**src/rtl/rs485_tx_arbiter_if.sv**
```systemverilog
// Source-side handshake bundle for rs485_tx_arbiter: two byte streams in, per-source grant/ack back.
interface rs485_tx_arbiter_if;
    logic [1:0] req;
    logic [7:0] tx_data0;
    logic [7:0] tx_data1;
    logic [1:0] tx_last;
    logic [1:0] grant;
    logic [1:0] byte_ack;

    modport master (
        output req, tx_data0, tx_data1, tx_last,
        input  grant, byte_ack
    );

    modport slave (
        input  req, tx_data0, tx_data1, tx_last,
        output grant, byte_ack
    );
endinterface

```
**src/rtl/rs485_tx_arbiter.sv**
```systemverilog
// Half-duplex RS485 transmitter: round-robin per-frame arbitration between two sources,
// 8N1 serialisation and driver-enable with guard intervals around each frame.
module rs485_tx_arbiter #(
    parameter int GUARD_BITS = 2
) (
    input  logic              clk,
    input  logic              reset,
    input  logic [7:0]        clk_per_bit,
    input  logic              rx_busy,
    rs485_tx_arbiter_if.slave src,
    output logic              Tx,
    output logic              DE,
    output logic              busy,
    output logic              underrun
);

    typedef enum logic [2:0] {IDLE, LEAD, START, DATA, STOP, TRAIL} state_t;

    localparam logic [3:0] GUARD_LAST = 4'(GUARD_BITS - 1);

    state_t     state_q, state_d;
    logic [7:0] cnt_q, cnt_d;
    logic [7:0] cpb_q, cpb_d;
    logic [7:0] shift_q, shift_d;
    logic [3:0] guard_q, guard_d;
    logic [2:0] bit_q, bit_d;
    logic       last_q, last_d;
    logic       owner_q, owner_d;
    logic       served_q, served_d;
    logic [1:0] ack_q, ack_d;
    logic       underrun_q, underrun_d;

    logic       bit_end;
    logic       owner_req;
    logic       owner_last;
    logic [7:0] owner_data;
    logic [1:0] owner_onehot;

    assign bit_end      = (cnt_q == cpb_q - 8'd1);
    assign owner_onehot = owner_q ? 2'b10 : 2'b01;
    assign owner_req    = owner_q ? src.req[1] : src.req[0];
    assign owner_last   = owner_q ? src.tx_last[1] : src.tx_last[0];
    assign owner_data   = owner_q ? src.tx_data1 : src.tx_data0;

    always_ff @(posedge clk or negedge reset) begin
        if (!reset) begin
            state_q    <= IDLE;
            cnt_q      <= 8'd0;
            cpb_q      <= 8'd2;
            shift_q    <= 8'd0;
            guard_q    <= 4'd0;
            bit_q      <= 3'd0;
            last_q     <= 1'b0;
            owner_q    <= 1'b0;
            served_q   <= 1'b1;
            ack_q      <= 2'b00;
            underrun_q <= 1'b0;
        end else begin
            state_q    <= state_d;
            cnt_q      <= cnt_d;
            cpb_q      <= cpb_d;
            shift_q    <= shift_d;
            guard_q    <= guard_d;
            bit_q      <= bit_d;
            last_q     <= last_d;
            owner_q    <= owner_d;
            served_q   <= served_d;
            ack_q      <= ack_d;
            underrun_q <= underrun_d;
        end
    end

    // The cycle counter free-runs through every bit period; states only act on bit_end.
    always_comb begin
        state_d    = state_q;
        cnt_d      = bit_end ? 8'd0 : cnt_q + 8'd1;
        cpb_d      = cpb_q;
        shift_d    = shift_q;
        guard_d    = guard_q;
        bit_d      = bit_q;
        last_d     = last_q;
        owner_d    = owner_q;
        served_d   = served_q;
        ack_d      = 2'b00;
        underrun_d = 1'b0;

        case (state_q)
            IDLE: begin
                cnt_d   = 8'd0;
                guard_d = 4'd0;
                bit_d   = 3'd0;
                if (!rx_busy && src.req != 2'b00) begin
                    case (src.req)
                        2'b01:   owner_d = 1'b0;
                        2'b10:   owner_d = 1'b1;
                        default: owner_d = ~served_q;
                    endcase
                    cpb_d   = (clk_per_bit < 8'd2) ? 8'd2 : clk_per_bit;
                    state_d = LEAD;
                end
            end
            LEAD: begin
                if (bit_end) begin
                    if (guard_q == GUARD_LAST) begin
                        guard_d = 4'd0;
                        shift_d = owner_data;
                        last_d  = owner_last;
                        ack_d   = owner_onehot;
                        state_d = START;
                    end else begin
                        guard_d = guard_q + 4'd1;
                    end
                end
            end
            START: begin
                if (bit_end) begin
                    bit_d   = 3'd0;
                    state_d = DATA;
                end
            end
            DATA: begin
                if (bit_end) begin
                    shift_d = shift_q >> 1;
                    bit_d   = bit_q + 3'd1;
                    if (bit_q == 3'd7)
                        state_d = STOP;
                end
            end
            STOP: begin
                // Back-to-back bytes: the next start bit follows the stop bit directly.
                if (bit_end) begin
                    if (last_q) begin
                        state_d = TRAIL;
                    end else if (owner_req) begin
                        shift_d = owner_data;
                        last_d  = owner_last;
                        ack_d   = owner_onehot;
                        state_d = START;
                    end else begin
                        underrun_d = 1'b1;
                        state_d    = TRAIL;
                    end
                end
            end
            TRAIL: begin
                if (bit_end) begin
                    if (guard_q == GUARD_LAST) begin
                        guard_d  = 4'd0;
                        served_d = owner_q;
                        state_d  = IDLE;
                    end else begin
                        guard_d = guard_q + 4'd1;
                    end
                end
            end
            default: state_d = IDLE;
        endcase
    end

    always_comb begin
        case (state_q)
            START:   Tx = 1'b0;
            DATA:    Tx = shift_q[0];
            default: Tx = 1'b1;
        endcase
    end

    assign busy         = (state_q != IDLE);
    assign DE           = busy;
    assign src.grant    = busy ? owner_onehot : 2'b00;
    assign src.byte_ack = ack_q;
    assign underrun     = underrun_q;

endmodule

```
**src/flat_wrapper.sv**
```systemverilog
// flat-port wrapper written by rule: the top's interface ports become plain ports
module rs485_tx_arbiter_flat 
#(
    parameter int GUARD_BITS = 2
)
  (clk, reset, clk_per_bit, rx_busy, Tx, DE, busy, underrun, src_req, src_tx_data0, src_tx_data1, src_tx_last, src_grant, src_byte_ack);
  rs485_tx_arbiter_if src_i ();
  input  logic clk;
  input  logic reset;
  input  logic [7:0] clk_per_bit;
  input  logic rx_busy;
  output logic Tx;
  output logic DE;
  output logic busy;
  output logic underrun;
  input wire logic [$bits(src_i.req)-1:0] src_req;
  input wire logic [$bits(src_i.tx_data0)-1:0] src_tx_data0;
  input wire logic [$bits(src_i.tx_data1)-1:0] src_tx_data1;
  input wire logic [$bits(src_i.tx_last)-1:0] src_tx_last;
  output wire logic [$bits(src_i.grant)-1:0] src_grant;
  output wire logic [$bits(src_i.byte_ack)-1:0] src_byte_ack;
  assign src_i.req = src_req;
  assign src_i.tx_data0 = src_tx_data0;
  assign src_i.tx_data1 = src_tx_data1;
  assign src_i.tx_last = src_tx_last;
  assign src_grant = src_i.grant;
  assign src_byte_ack = src_i.byte_ack;
  rs485_tx_arbiter #(.GUARD_BITS(GUARD_BITS)) u_core (.clk(clk), .reset(reset), .clk_per_bit(clk_per_bit), .rx_busy(rx_busy), .src(src_i), .Tx(Tx), .DE(DE), .busy(busy), .underrun(underrun));
endmodule
```
**config.mk**
```make
export PLATFORM = sky130hd
export DESIGN_NAME = rs485_tx_arbiter_flat
export DESIGN_NICKNAME = d
export VERILOG_FILES = /design/src/rtl/rs485_tx_arbiter_if.sv /design/src/rtl/rs485_tx_arbiter.sv /design/src/flat_wrapper.sv
export SDC_FILE = /design/constraint.sdc
export NUM_CORES = 1
export LEC_CHECK = 0
export ABC_AREA = 1
export BUFFER_PORTS_ARGS = -buffer_cell sky130_fd_sc_hd__buf_2
export CAP_MARGIN = 20
export CORE_MARGIN = 10
export CORE_UTILIZATION = 30
export CTS_CLUSTER_DIAMETER = 100
export DETAILED_ROUTE_END_ITERATION = 10
export PLACE_DENSITY = 0.49
export SKIP_LAST_GASP = 1
export SYNTH_ARGS = -nofsm -noshare
export SYNTH_HDL_FRONTEND = slang
export SYNTH_SLANG_ARGS = --single-unit
```
**constraint.sdc**
```tcl
create_clock -name clk -period 1.8 [get_ports clk]
set_input_delay 0.18 -clock clk [delete_from_list [all_inputs] [get_ports clk]]
set_output_delay 0.18 -clock clk [all_outputs]
set_load 0.02 [all_outputs]
```
==> impl_summary.md <==
Status
The flow ran to the end, but the final reports show violations. The final reports fail on setup timing.

Finish
The sequential standard cell area is 1000 um^2. Measured on the finished design, the core utilization comes to 40.7%. 0 antenna diodes ended up in the layout. Leaving out fill and tap cells, the most frequent cell in the layout is sky130_fd_sc_hd__nand2_1. In the layout the commonest cells are sky130_fd_sc_hd__nand2_1, sky130_fd_sc_hd__nor2_1, sky130_fd_sc_hd__buf_2, sky130_fd_sc_hd__dfrtp_1, sky130_fd_sc_hd__buf_4.

The area growth from synthesis to layout is 33.0%. In the final layout, the share of cells above drive strength 1 is 30.7%. For this run, the number of standard cells in the final layout without fillers is 529. The net count reported at finish is 460. The footprint of the multi-input gates is 1410 um^2. The count of filler cells inserted in the layout is 901.

The finished cells cover 3330 um^2.

Detailed routing
After detailed routing, the number of vias per cell comes to 4.53. For this run, the detailed router's first-pass iteration total came to 4. After detailed routing, the total wire length is 6710 um. The number of nets with antenna violations after detailed routing is 0. The via total after detailed routing is 2399. Dividing the detail-routed wire length by the instance count gives 12.7 um. The detailed-route DRC error count is 0. For this block, the initial DRC count from the detailed router was 85.

STA
Setup slack on the critical path of the routed design comes to -0.103 ns. Summed over all failing endpoints, the final setup total negative slack is -1.61 ns. The final count of negative-setup-slack endpoints is 29. Setup repair after global routing could not meet its margin everywhere. The final critical path takes up 106% of the cycle. The clock period minus final worst setup slack is 1.90 ns. Headroom to the max-slew limit came out at 67.7%.

Between clock sinks in the finished design, the worst skew comes to 0.00892 ns. Static timing analysis puts the maximum clock frequency at 0.525 GHz. The final-layout worst hold slack is 0.0885 ns. The hold violation count in the final report is 0. At the pin with the least slew margin, the transition time is 0.480 ns.

The max-slew violation count is 0.

Worst setup path
In this design, the critical path's most frequently occurring cell is sky130_fd_sc_hd__nand2_1. The family with the most delay on the worst path is flip-flops. Traced cell by cell, the critical path runs through inv_2 -> ha_4 -> xor2_1 -> o21ai_1 -> nor2_4 -> nand2_4 -> clkinv_4 -> nand3_4 -> nor2_8 -> buf_12 -> nand2_1 -> nand2_1.

STA classifies the critical path endpoint as a register. On the worst path, the slowest cell contributes a delay of 0.54 ns. The buffering stage count on the worst path with inverters included is 3.

The critical path class is reg -> reg. The worst setup path is launched from a register. The required time at the worst-slack endpoint is 2.04 ns.

The maximum fanout encountered on the critical timing path is 8. On the critical path, the stage with the largest delay is an instance of sky130_fd_sc_hd__dfstp_2. The worst endpoint data arrival time is 2.14 ns.

Floorplanning
The overall die area is 12400 um^2. The total area inside the core boundary comes to 8180 um^2. Measured along the y axis, the die boundary spans 111 um. The effective utilization at floorplan is 30.6%. The die width is 111 um. The number of standard-cell rows in the floorplan is 33. The count of pins on the block boundary is 39.

Clocking
The clock transition time at the flip-flop clock pins of the worst setup and hold paths is 0.08 ns. TritonCTS built the clock tree. In this run the clock root is driven by a sky130_fd_sc_hd__clkbuf_8. The clock drives 40 sinks. Buffers inserted during clock tree synthesis total 5.

The later pin in the worst-skew pair is clocked with a latency of 0.30 ns. The largest buffer count on any clock path is 2. The H-tree generated during clock tree synthesis spans 2 levels.

Placed design
The placed instances occupy a cell area of 3060 um^2. The HPWL after detailed placement is 5190 um. The weighted congestion reported at the end of routability-driven placement is 0.841. Including well taps, the total number of placed cells is 517.

Buffers placed on the I/O ports in this run total 38.

Worst hold path
The path class of the lowest-slack min-delay path is in -> reg.

Logic synthesis
In the post-synthesis netlist, the biggest area contributors are sky130_fd_sc_hd__dfrtp_1, sky130_fd_sc_hd__nand2_1, sky130_fd_sc_hd__nor2_1, sky130_fd_sc_hd__nand3_1, sky130_fd_sc_hd__inv_1. The simple-gate share of the synthesized area is 35.0%. After synthesis, the largest family of logic cells by area is simple AND/OR/NAND/NOR gates. Summing the areas of all compound-gate instances in the mapped netlist gives 7.80% of the synthesized area.

The register bit count reported by yosys is 40. The cell area after technology mapping is 2500 um^2. Of the total synthesized cell area, the portion taken by XOR and XNOR cells is 5.60%.

Of the total synthesized cell area, the portion taken by full adders, half adders and majority gates is 3.00%. The cell accounting for the most synthesized area is sky130_fd_sc_hd__dfrtp_1. Each instance of the synthesized netlist takes up on average 7.21 um^2.

The mux cell area share after synthesis is 0%. After synthesis, the netlist uses 38 different library cells. The number of instances in the synthesized netlist is 347.

Of the post-synthesis cell area, the dominant cell type holds 38.0%. The number of synthesis warnings is 0. The number of nets produced by synthesis is 384. The share of the Yosys chip area taken by registers is 40.1%.

Global route
Entering global routing, the biggest net connects 20 pins. Global routing finished with a remaining overflow of 0. The initial antenna violation count is 0.

The via count of the first global-routing pass is 2441. The aggregate global-route resource usage is 10.8%. The first global-routing pass estimated 11200 um of wire.

Pwr
In this run the power density over the cells is 1440 nW/um^2. The leakage component of the power is 1.70 nW. The worst-case IR drop observed on VDD is 560 uV.

Flow run
The max capacitance violation total is 0.
==> routing by layer <==
metal / track usage [%] / part of all wire, % / vias up / routed length, um
met5: 0 / 0 / - / 0
met4: 3.51 / 1.7 / 0 / 117
met3: 2.33 / 2.3 / 13 / 157
met2: 19.7 / 52 / 37 / 3490
met1: 12.0 / 44 / 1108 / 2950
li1: - / - / 1241 / -
==> cells in the mapped netlist <==
master,count
sky130_fd_sc_hd__nand2_1,108
sky130_fd_sc_hd__nor2_1,42
sky130_fd_sc_hd__dfrtp_1,38
sky130_fd_sc_hd__inv_1,35
sky130_fd_sc_hd__nand3_1,28
sky130_fd_sc_hd__o21ai_0,14
sky130_fd_sc_hd__xor2_1,11
sky130_fd_sc_hd__a21oi_1,7
sky130_fd_sc_hd__a31oi_1,7
sky130_fd_sc_hd__ha_1,6
sky130_fd_sc_hd__inv_2,5
sky130_fd_sc_hd__xnor2_1,5
sky130_fd_sc_hd__nand4_1,4
sky130_fd_sc_hd__buf_2,3
sky130_fd_sc_hd__clkbuf_1,3
sky130_fd_sc_hd__nor2_2,3
sky130_fd_sc_hd__clkinv_1,2
sky130_fd_sc_hd__dfstp_2,2
sky130_fd_sc_hd__nand2_2,2
sky130_fd_sc_hd__nor3_1,2
sky130_fd_sc_hd__nor3_2,2
sky130_fd_sc_hd__nor4_1,2
sky130_fd_sc_hd__a22oi_1,1
sky130_fd_sc_hd__buf_4,1
sky130_fd_sc_hd__clkbuf_2,1
sky130_fd_sc_hd__clkinv_4,1
sky130_fd_sc_hd__inv_4,1
sky130_fd_sc_hd__nand2_4,1
sky130_fd_sc_hd__nand3_4,1
sky130_fd_sc_hd__nand3b_1,1
sky130_fd_sc_hd__nor2_4,1
sky130_fd_sc_hd__nor2_8,1
sky130_fd_sc_hd__o21ai_1,1
sky130_fd_sc_hd__o21bai_2,1
sky130_fd_sc_hd__o22ai_1,1
sky130_fd_sc_hd__o31ai_1,1
sky130_fd_sc_hd__o32ai_1,1
sky130_fd_sc_hd__or2_1,1
==> metrics by stage <==
| stage | power [mW] | setup slack [ns] |
|---|---|---|
| finish | 4.79 | -0.103 |
| global placement | 3.84 | -0.125 |
| floorplan | 2.93 | -0.0587 |
| detailed placement | 3.85 | -0.175 |
| CTS | 4.76 | -0.127 |
| global route | 5.23 | -0.246 |
==> sequential cells by signal, summed over array words and instances, names as in the netlist <==
signal	count
u_core.bit_q	3
u_core.cnt_q	8
u_core.cpb_q	8
u_core.guard_q	4
u_core.last_q	1
u_core.owner_q	1
u_core.served_q	1
u_core.shift_q	8
u_core.src.byte_ack	2
u_core.state_q	3
u_core.underrun	1
==> worst reg2reg max path, stage by stage, from the launching register on <==
cell,delay [ns]
sky130_fd_sc_hd__dfstp_2,0.54
sky130_fd_sc_hd__inv_2,0.05
sky130_fd_sc_hd__ha_4,0.25
sky130_fd_sc_hd__xor2_1,0.13
sky130_fd_sc_hd__o21ai_1,0.11
sky130_fd_sc_hd__nor2_4,0.13
sky130_fd_sc_hd__nand2_4,0.10
sky130_fd_sc_hd__clkinv_4,0.09
sky130_fd_sc_hd__nand3_4,0.08
sky130_fd_sc_hd__nor2_8,0.13
sky130_fd_sc_hd__buf_12,0.13
sky130_fd_sc_hd__nand2_1,0.04
sky130_fd_sc_hd__nand2_1,0.06
==> what timing repair did <==
item	4_1_cts	5_1_grt
resized for setup	20	13
setup buffers	2	1
endpoints found under the hold margin	17	0
pin swaps	12	2
hold buffers	1	0
setup endpoints to repair	31	34
==> area by class of cell <==
| type | count | area share (%) |
|---|---|---|
| Clock inverter | 2 | 1.05 |
| Clock buffer | 6 | 2.18 |
| Timing Repair Buffer | 77 | 15.1 |
| Sequential cell | 40 | 30.2 |
| Multi-Input combinational cell | 255 | 42.2 |
| Inverter | 44 | 5.30 |
| Tap cell | 105 | 3.95 |
==> cells by family after synthesis <==
kind of cell | after synthesis
AOI/OAI and AO/OA | 34
xor gates and xnor gates | 16
adders and majority gates | 6
buffers and inverters | 52
DFF | 40
and+or+nand+nor | 199
==> where the power goes <==
part	switching, mW	internal (mW)
sequential	0.243	1.16
combinational	1.56	1.09
clock	0.329	0.412
==> final timing paths <==
kind / from / endpoint / slack (ns) / cells after the start
worst min register to register: u_core.last_q / u_core.underrun / 0.48 / 1
worst max register to register: u_core.cpb_q[1] / u_core.shift_q[1] / -0.10 / 12
min in group asynchronous: reset / u_core.cpb_q[6] / 0.35 / 2
max in group asynchronous: reset / u_core.served_q / 0.82 / 3
worst max-delay path: u_core.cpb_q[1] / u_core.shift_q[1] / -0.10 / 12
worst min-delay path: clk_per_bit[4] / u_core.cpb_q[4] / 0.09 / 3
No activity file was read; power rests on OpenSTA's default activity.
